$ cat config.mk
export PLATFORM = sky130hd
export DESIGN_NAME = al_accel_bpbuf_feeder
export DESIGN_NICKNAME = d
export VERILOG_FILES = /design/src/rtl/al_accel_bpbuf_feeder.sv
export SDC_FILE = /design/constraint.sdc
export NUM_CORES = 1
export LEC_CHECK = 0
export BUFFER_PORTS_ARGS = -buffer_cell sky130_fd_sc_hd__buf_2
export CORE_MARGIN = 3
export CORE_UTILIZATION = 40
export CTS_CLUSTER_DIAMETER = 150
export DETAILED_ROUTE_END_ITERATION = 16
export SYNTH_ARGS = -nofsm -noshare
export SYNTH_HDL_FRONTEND = slang
export SYNTH_SLANG_ARGS = --single-unit
$ cat constraint.sdc
create_clock -name clk -period 3 [get_ports clk]
set_input_delay 0.6 -clock clk [delete_from_list [all_inputs] [get_ports clk]]
set_output_delay 0.6 -clock clk [all_outputs]
set_load 0.005 [all_outputs]
$ cat src/rtl/al_accel_bpbuf_feeder.sv
// Feeds upstream 32-bit words into a bypass buffer through a small FIFO.
// Each word is held on the load strobe for LD_CYCLES, then LD_CYCLES is followed by a GAP_CYCLES quiet phase.
module al_accel_bpbuf_feeder #(
  parameter int unsigned FIFO_DEPTH = 4,
  parameter int unsigned LD_CYCLES  = 2,
  parameter int unsigned GAP_CYCLES = 2
) (
  input  logic        clk,
  input  logic        reset,
  input  logic        enb,
  input  logic        start,
  input  logic [7:0]  word_cnt,
  input  logic [31:0] s_data,
  input  logic        s_valid,
  output logic        s_ready,
  output logic [31:0] bpbuf_di,
  output logic        bpbuf_ld_wrn,
  output logic        busy,
  output logic        done,
  output logic [7:0]  ld_count
);

  localparam int unsigned AW       = (FIFO_DEPTH > 1) ? $clog2(FIFO_DEPTH) : 1;
  localparam int unsigned CW       = AW + 1;
  localparam int unsigned PH_MAX   = (LD_CYCLES > GAP_CYCLES) ? LD_CYCLES : GAP_CYCLES;
  localparam int unsigned PW       = (PH_MAX > 1) ? $clog2(PH_MAX) : 1;
  localparam logic [PW-1:0] LD_LAST  = PW'(LD_CYCLES - 1);
  localparam logic [PW-1:0] GAP_LAST = PW'(GAP_CYCLES - 1);

  typedef enum logic [2:0] {S_IDLE, S_WAIT, S_LOAD, S_GAP, S_DONE} state_t;

  state_t          state_q, state_d;
  logic [PW-1:0]   phase_q, phase_d;
  logic [7:0]      tgt_q, tgt_d;
  logic [7:0]      ld_count_q, ld_count_d;
  logic [31:0]     di_q, di_d;
  logic            wrn_q, wrn_d;
  logic            busy_q, busy_d;
  logic            done_q, done_d;
  logic [AW-1:0]   wr_ptr_q, wr_ptr_d;
  logic [AW-1:0]   rd_ptr_q, rd_ptr_d;
  logic [CW-1:0]   fifo_cnt_q, fifo_cnt_d;
  logic [31:0]     fifo_mem_q [FIFO_DEPTH];

  logic push_c, pop_c, clr_c, fifo_full_c, fifo_empty_c;

  assign fifo_full_c  = (fifo_cnt_q == CW'(FIFO_DEPTH));
  assign fifo_empty_c = (fifo_cnt_q == '0);
  assign s_ready      = enb & busy_q & ~fifo_full_c;
  assign push_c       = s_valid & s_ready;

  assign bpbuf_di     = di_q;
  assign bpbuf_ld_wrn = wrn_q;
  assign busy         = busy_q;
  assign done         = done_q;
  assign ld_count     = ld_count_q;

  // FIFO bookkeeping; power-of-two depth lets the pointers wrap naturally
  always_comb begin
    wr_ptr_d   = wr_ptr_q;
    rd_ptr_d   = rd_ptr_q;
    fifo_cnt_d = fifo_cnt_q;
    if (clr_c) begin
      wr_ptr_d   = '0;
      rd_ptr_d   = '0;
      fifo_cnt_d = '0;
    end else begin
      if (push_c) wr_ptr_d = wr_ptr_q + AW'(1);
      if (pop_c)  rd_ptr_d = rd_ptr_q + AW'(1);
      fifo_cnt_d = fifo_cnt_q + CW'(push_c) - CW'(pop_c);
    end
  end

  always_ff @(posedge clk) begin
    if (push_c) fifo_mem_q[wr_ptr_q] <= s_data;
  end

  // Job sequencer; a ready word at the end of GAP passes through WAIT in zero cycles
  always_comb begin
    state_d    = state_q;
    phase_d    = phase_q;
    tgt_d      = tgt_q;
    ld_count_d = ld_count_q;
    di_d       = di_q;
    wrn_d      = wrn_q;
    done_d     = 1'b0;
    pop_c      = 1'b0;
    clr_c      = 1'b0;
    if (enb) begin
      unique case (state_q)
        S_IDLE: begin
          if (start) begin
            tgt_d      = word_cnt;
            ld_count_d = '0;
            state_d    = (word_cnt == 8'd0) ? S_DONE : S_WAIT;
          end
        end
        S_WAIT: pop_c = ~fifo_empty_c;
        S_LOAD: begin
          if (phase_q == LD_LAST) begin
            phase_d = '0;
            wrn_d   = 1'b0;
            state_d = S_GAP;
          end else begin
            phase_d = phase_q + PW'(1);
          end
        end
        S_GAP: begin
          if (phase_q == GAP_LAST) begin
            phase_d = '0;
            if (ld_count_q == tgt_q) begin
              state_d = S_DONE;
            end else begin
              state_d = S_WAIT;
              pop_c   = ~fifo_empty_c;
            end
          end else begin
            phase_d = phase_q + PW'(1);
          end
        end
        S_DONE: begin
          done_d  = 1'b1;
          clr_c   = 1'b1;
          state_d = S_IDLE;
        end
        default: state_d = S_IDLE;
      endcase
      if (pop_c) begin
        di_d       = fifo_mem_q[rd_ptr_q];
        ld_count_d = ld_count_q + 8'd1;
        wrn_d      = 1'b1;
        phase_d    = '0;
        state_d    = S_LOAD;
      end
    end
    busy_d = (state_d == S_WAIT) || (state_d == S_LOAD) || (state_d == S_GAP);
  end

  always_ff @(posedge clk or posedge reset) begin
    if (reset) begin
      state_q    <= S_IDLE;
      phase_q    <= '0;
      tgt_q      <= '0;
      ld_count_q <= '0;
      di_q       <= '0;
      wrn_q      <= 1'b0;
      busy_q     <= 1'b0;
      done_q     <= 1'b0;
      wr_ptr_q   <= '0;
      rd_ptr_q   <= '0;
      fifo_cnt_q <= '0;
    end else begin
      state_q    <= state_d;
      phase_q    <= phase_d;
      tgt_q      <= tgt_d;
      ld_count_q <= ld_count_d;
      di_q       <= di_d;
      wrn_q      <= wrn_d;
      busy_q     <= busy_d;
      done_q     <= done_d;
      wr_ptr_q   <= wr_ptr_d;
      rd_ptr_q   <= rd_ptr_d;
      fifo_cnt_q <= fifo_cnt_d;
    end
  end

endmodule

==> results by group <==
Cells and area
  – Fillers: 1601
  – ANT cells: 0
  – Share of cells above drive strength 1: 0.4302
  – Most frequent cells in the layout: 128 x edfxtp_1, 88 x buf_2, 58 x dfrtp_1
  – Commonest non-fill, non-tap cell in the layout: edfxtp_1
  – Final #Nets: 563
  – Area growth syn-to-layout: 17.67%

Clock tree
  – Root Driver: clkbuf_16
  – Clock slew seen by the registers of the worst setup and hold paths: 0.07 ns
  – Worst skew pair latency: 0.43 ns
  – Post-CTS setup buffers: 0
  – Clock sink count: 190
  – # H-tree levels: 4
  – CTS Buf Count: 17
  – Clock Tree Buf Depth: 2
  – Post_cts resized: 0
  – CTS tree: done
  – Post-CTS Hold Buffers: 0

Worst hold path
  – Worst hold path type: in -> async

Global route
  – First-pass GRT wire length: 23310 um
  – Largest net degree at the start of global routing: 36
  – Vias in the first global route: 4190
  – Tot GR Track Use: 0.1527
  – GRT overflow: 0
  – Initial antenna violation count: 0

Setup path
  – CP most frequent cell: inv_1
  – Critical path peak fanout: 9
  – Crit Path Category: reg -> reg
  – Critical Path RT: 3.30 ns
  – Crit path max-delay cell type: nor4_4
  – Startpoint Class: register
  – Worst path max stage delay: 0.45 ns
  – Setup crit end kind: register
  – Crit path DAT: 3.12 ns
  – Worst path cell trace: xor2_2, nor4_4, a21oi_4, o21ai_4, inv_1, ha_1, inv_1, ha_1, inv_1, fa_2, xor2_1, xnor2_1, nor2_1
  – FF-to-FF path depth: 13

Pwr
  – Switching portion of total power: 0.2990
  – Sequential share of power: 0.442
  – PwrDens: 942.9 nW/um^2
  – Tot Pwr: 8.515 mW
  – Power Internal: 5.968 mW
  – Leakage: 3.571 nW
  – Peak VDD IR: 486.3 uV
  – Power share of the combinational group: 0.304
  – Psw: 2.546 mW
  – Clock network fraction of total power: 0.254

Floorplanning
  – Die X: 144.5 um
  – Row cnt: 50
  – # IOs: 89
  – Total die area: 20880 um^2
  – Core ar.: 18770 um^2
  – Die Ht: 144.5 um
  – Initial Util: 0.4089

Synthesis
  – Yosys warnings: 0
  – Most used DFF post-synth: edfxtp_1
  – Mapped Area: 7674 um^2
  – Register area share after synthesis: 0.7031
  – Yosys cell types: 47
  – #FFs+latches synth: 190
  – Syn_nets: 458
  – Number of synthesized flops with an enable pin: 128
  – Async SR Flop Fraction: 0.3263
  – Synthesized instance count: 405
  – Mean area per synthesized cell: 18.95 um^2

Route
  – DR vias/cell: 5.151
  – Drt wl/cell: 19.75 um
  – Vias: 3899
  – Antenna-violating nets left: 0
  – Drt drc: 0
  – Drt pass-1 iters: 4
  – Iter 0 DRT Violations: 178
  – DRT Wirelength: 14950 um

Place
  – DP HPWL: 9243 um
  – Number of port buffers: 88
  – Placer's final routability congestion estimate: 0.8232

Timing
  – Worst Skew: 0.01520 ns
  – Worst Tran Pin Value: 0.7319 ns
  – Finish-stage setup viols: 0
  – RSZ-0062 raised after global routing: false
  – Accumulated negative setup slack: 0 ns
  – Slew margin rel.: 0.5121
  – Hold Violations, Final: 0
  – Peak Freq: 354.2 MHz
  – Period utilization: 0.9410
  – Final Critical Period: 2.823 ns
  – Max Slew Vio Count: 0

Job
  – MaxCap Viol Count: 0

Status
  – Status: finished clean
[metrics by stage]
| step | hold slack, ns | setup WS [ns] | cells | utilization | instance area, um^2 |
|---|---|---|---|---|---|
| floorplan | 0.4862 | 0.01205 | 405 | - | 7701 |
| global placement | 0.4818 | 0.2788 | 725 | 0.4514 | 8472 |
| detailed placement | 0.4867 | 0.1962 | 725 | 0.4514 | 8472 |
| CTS | 0.1654 | 0.1690 | 757 | 0.4811 | 9030 |
| global route | 0.1798 | 0.03347 | 757 | 0.4811 | 9030 |
| finish | 0.1713 | 0.1770 | 757 | 0.4811 | 9030 |
[registers in the layout (all words and copies together), names as in the netlist]
register and flops:
tgt_q 8, ld_count 8, state_q 3, fifo_mem_q 128
wr_ptr_q 2, fifo_cnt_q 3, bpbuf_ld_wrn 1, bpbuf_di 32
busy 1, rd_ptr_q 2, done 1, phase_q 1
[power by group through the flow]
stage / Sequential (mW) / Clock (mW) / Combinational, mW
2_1_floorplan: 3.71 / 0 / 1.93
3_3_place_gp: 3.79 / 0 / 2.61
3_5_place_dp: 3.81 / 0 / 2.66
4_1_cts: 3.77 / 2.22 / 2.66
5_1_grt: 3.84 / 2.33 / 2.86
6_report: 3.76 / 2.16 / 2.59
[cells in the mapped netlist (6+ instances only)]
cell,instances,share of area
edfxtp_1,128,0.50
dfrtp_1,62,0.20
mux4_2,32,0.094
mux2_4,26,0.051
nand2_1,16,0.0078
mux2_2,14,0.021
nor2_1,12,0.0059
mux2i_1,9,0.012
xor2_1,9,0.010
inv_1,8,0.0039
clkbuf_1,7,0.0034
ha_1,7,0.011
and3_1,6,0.0049
[kinds of logic (layout without fill, tap and decap cells)]
kind of cell | Yosys count | in the layout | share of synthesized area
multiplexers | 81 | 81 | 0.1771
XOR/XNOR | 12 | 12 | 0.01370
AO/OA/AOI/OAI | 26 | 26 | 0.02625
AND/OR/NAND/NOR | 63 | 63 | 0.04631
buffers and inverters | 25 | 143 | 0.01957
flip-flops | 190 | 190 | 0.7031
adder cells (fa/ha/maj) | 8 | 8 | 0.01402
[metal layers]
layer  wire, um  GRT usage
met1       6788     0.2008
met2       7113     0.2402
met3        875    0.05423
met4        175    0.04713
met5          0          0
[worst max-delay path, delay by kind of cell, from the launching register on]
family                     cells  cell delay [ns]
xor gates and xnor gates       3             0.51
AOI/OAI and AO/OA              2             0.33
adders and majority gates      3             0.73
buffers and inverters          3             0.17
and+or+nand+nor                2             0.51
DFF                            1             0.44
[path summary, 6_finish.rpt]
check	start	to	slack [ns]
setup / recovery	ld_count[5]$_DFFE_PP0P_	fifo_cnt_q[2]$_DFF_PP0_	0.18
min in group clk	s_data[25]	fifo_mem_q[1][25]$_DFFE_PP_	0.38
hold reg to reg	bpbuf_ld_wrn$_DFFE_PP0P_	bpbuf_ld_wrn$_DFFE_PP0P_	0.50
max in group asynchronous	reset	rd_ptr_q[1]$_DFFE_PP0P_	2.06
hold / removal	reset	bpbuf_di[9]$_DFFE_PP0P_	0.17
setup reg to reg	ld_count[5]$_DFFE_PP0P_	fifo_cnt_q[2]$_DFF_PP0_	0.18
[cell type report]
class,instances,area (um^2),area share
multi-input combinational,190,2158,0.2390
inverter,8,30.03,0.003325
timing repair buffer,103,590.6,0.06540
tap,234,292.8,0.03242
clock inverter,13,125.1,0.01386
sequential,190,5400,0.5980
clock buffer,19,432.9,0.04794
Power figures use the tool's default switching activity.
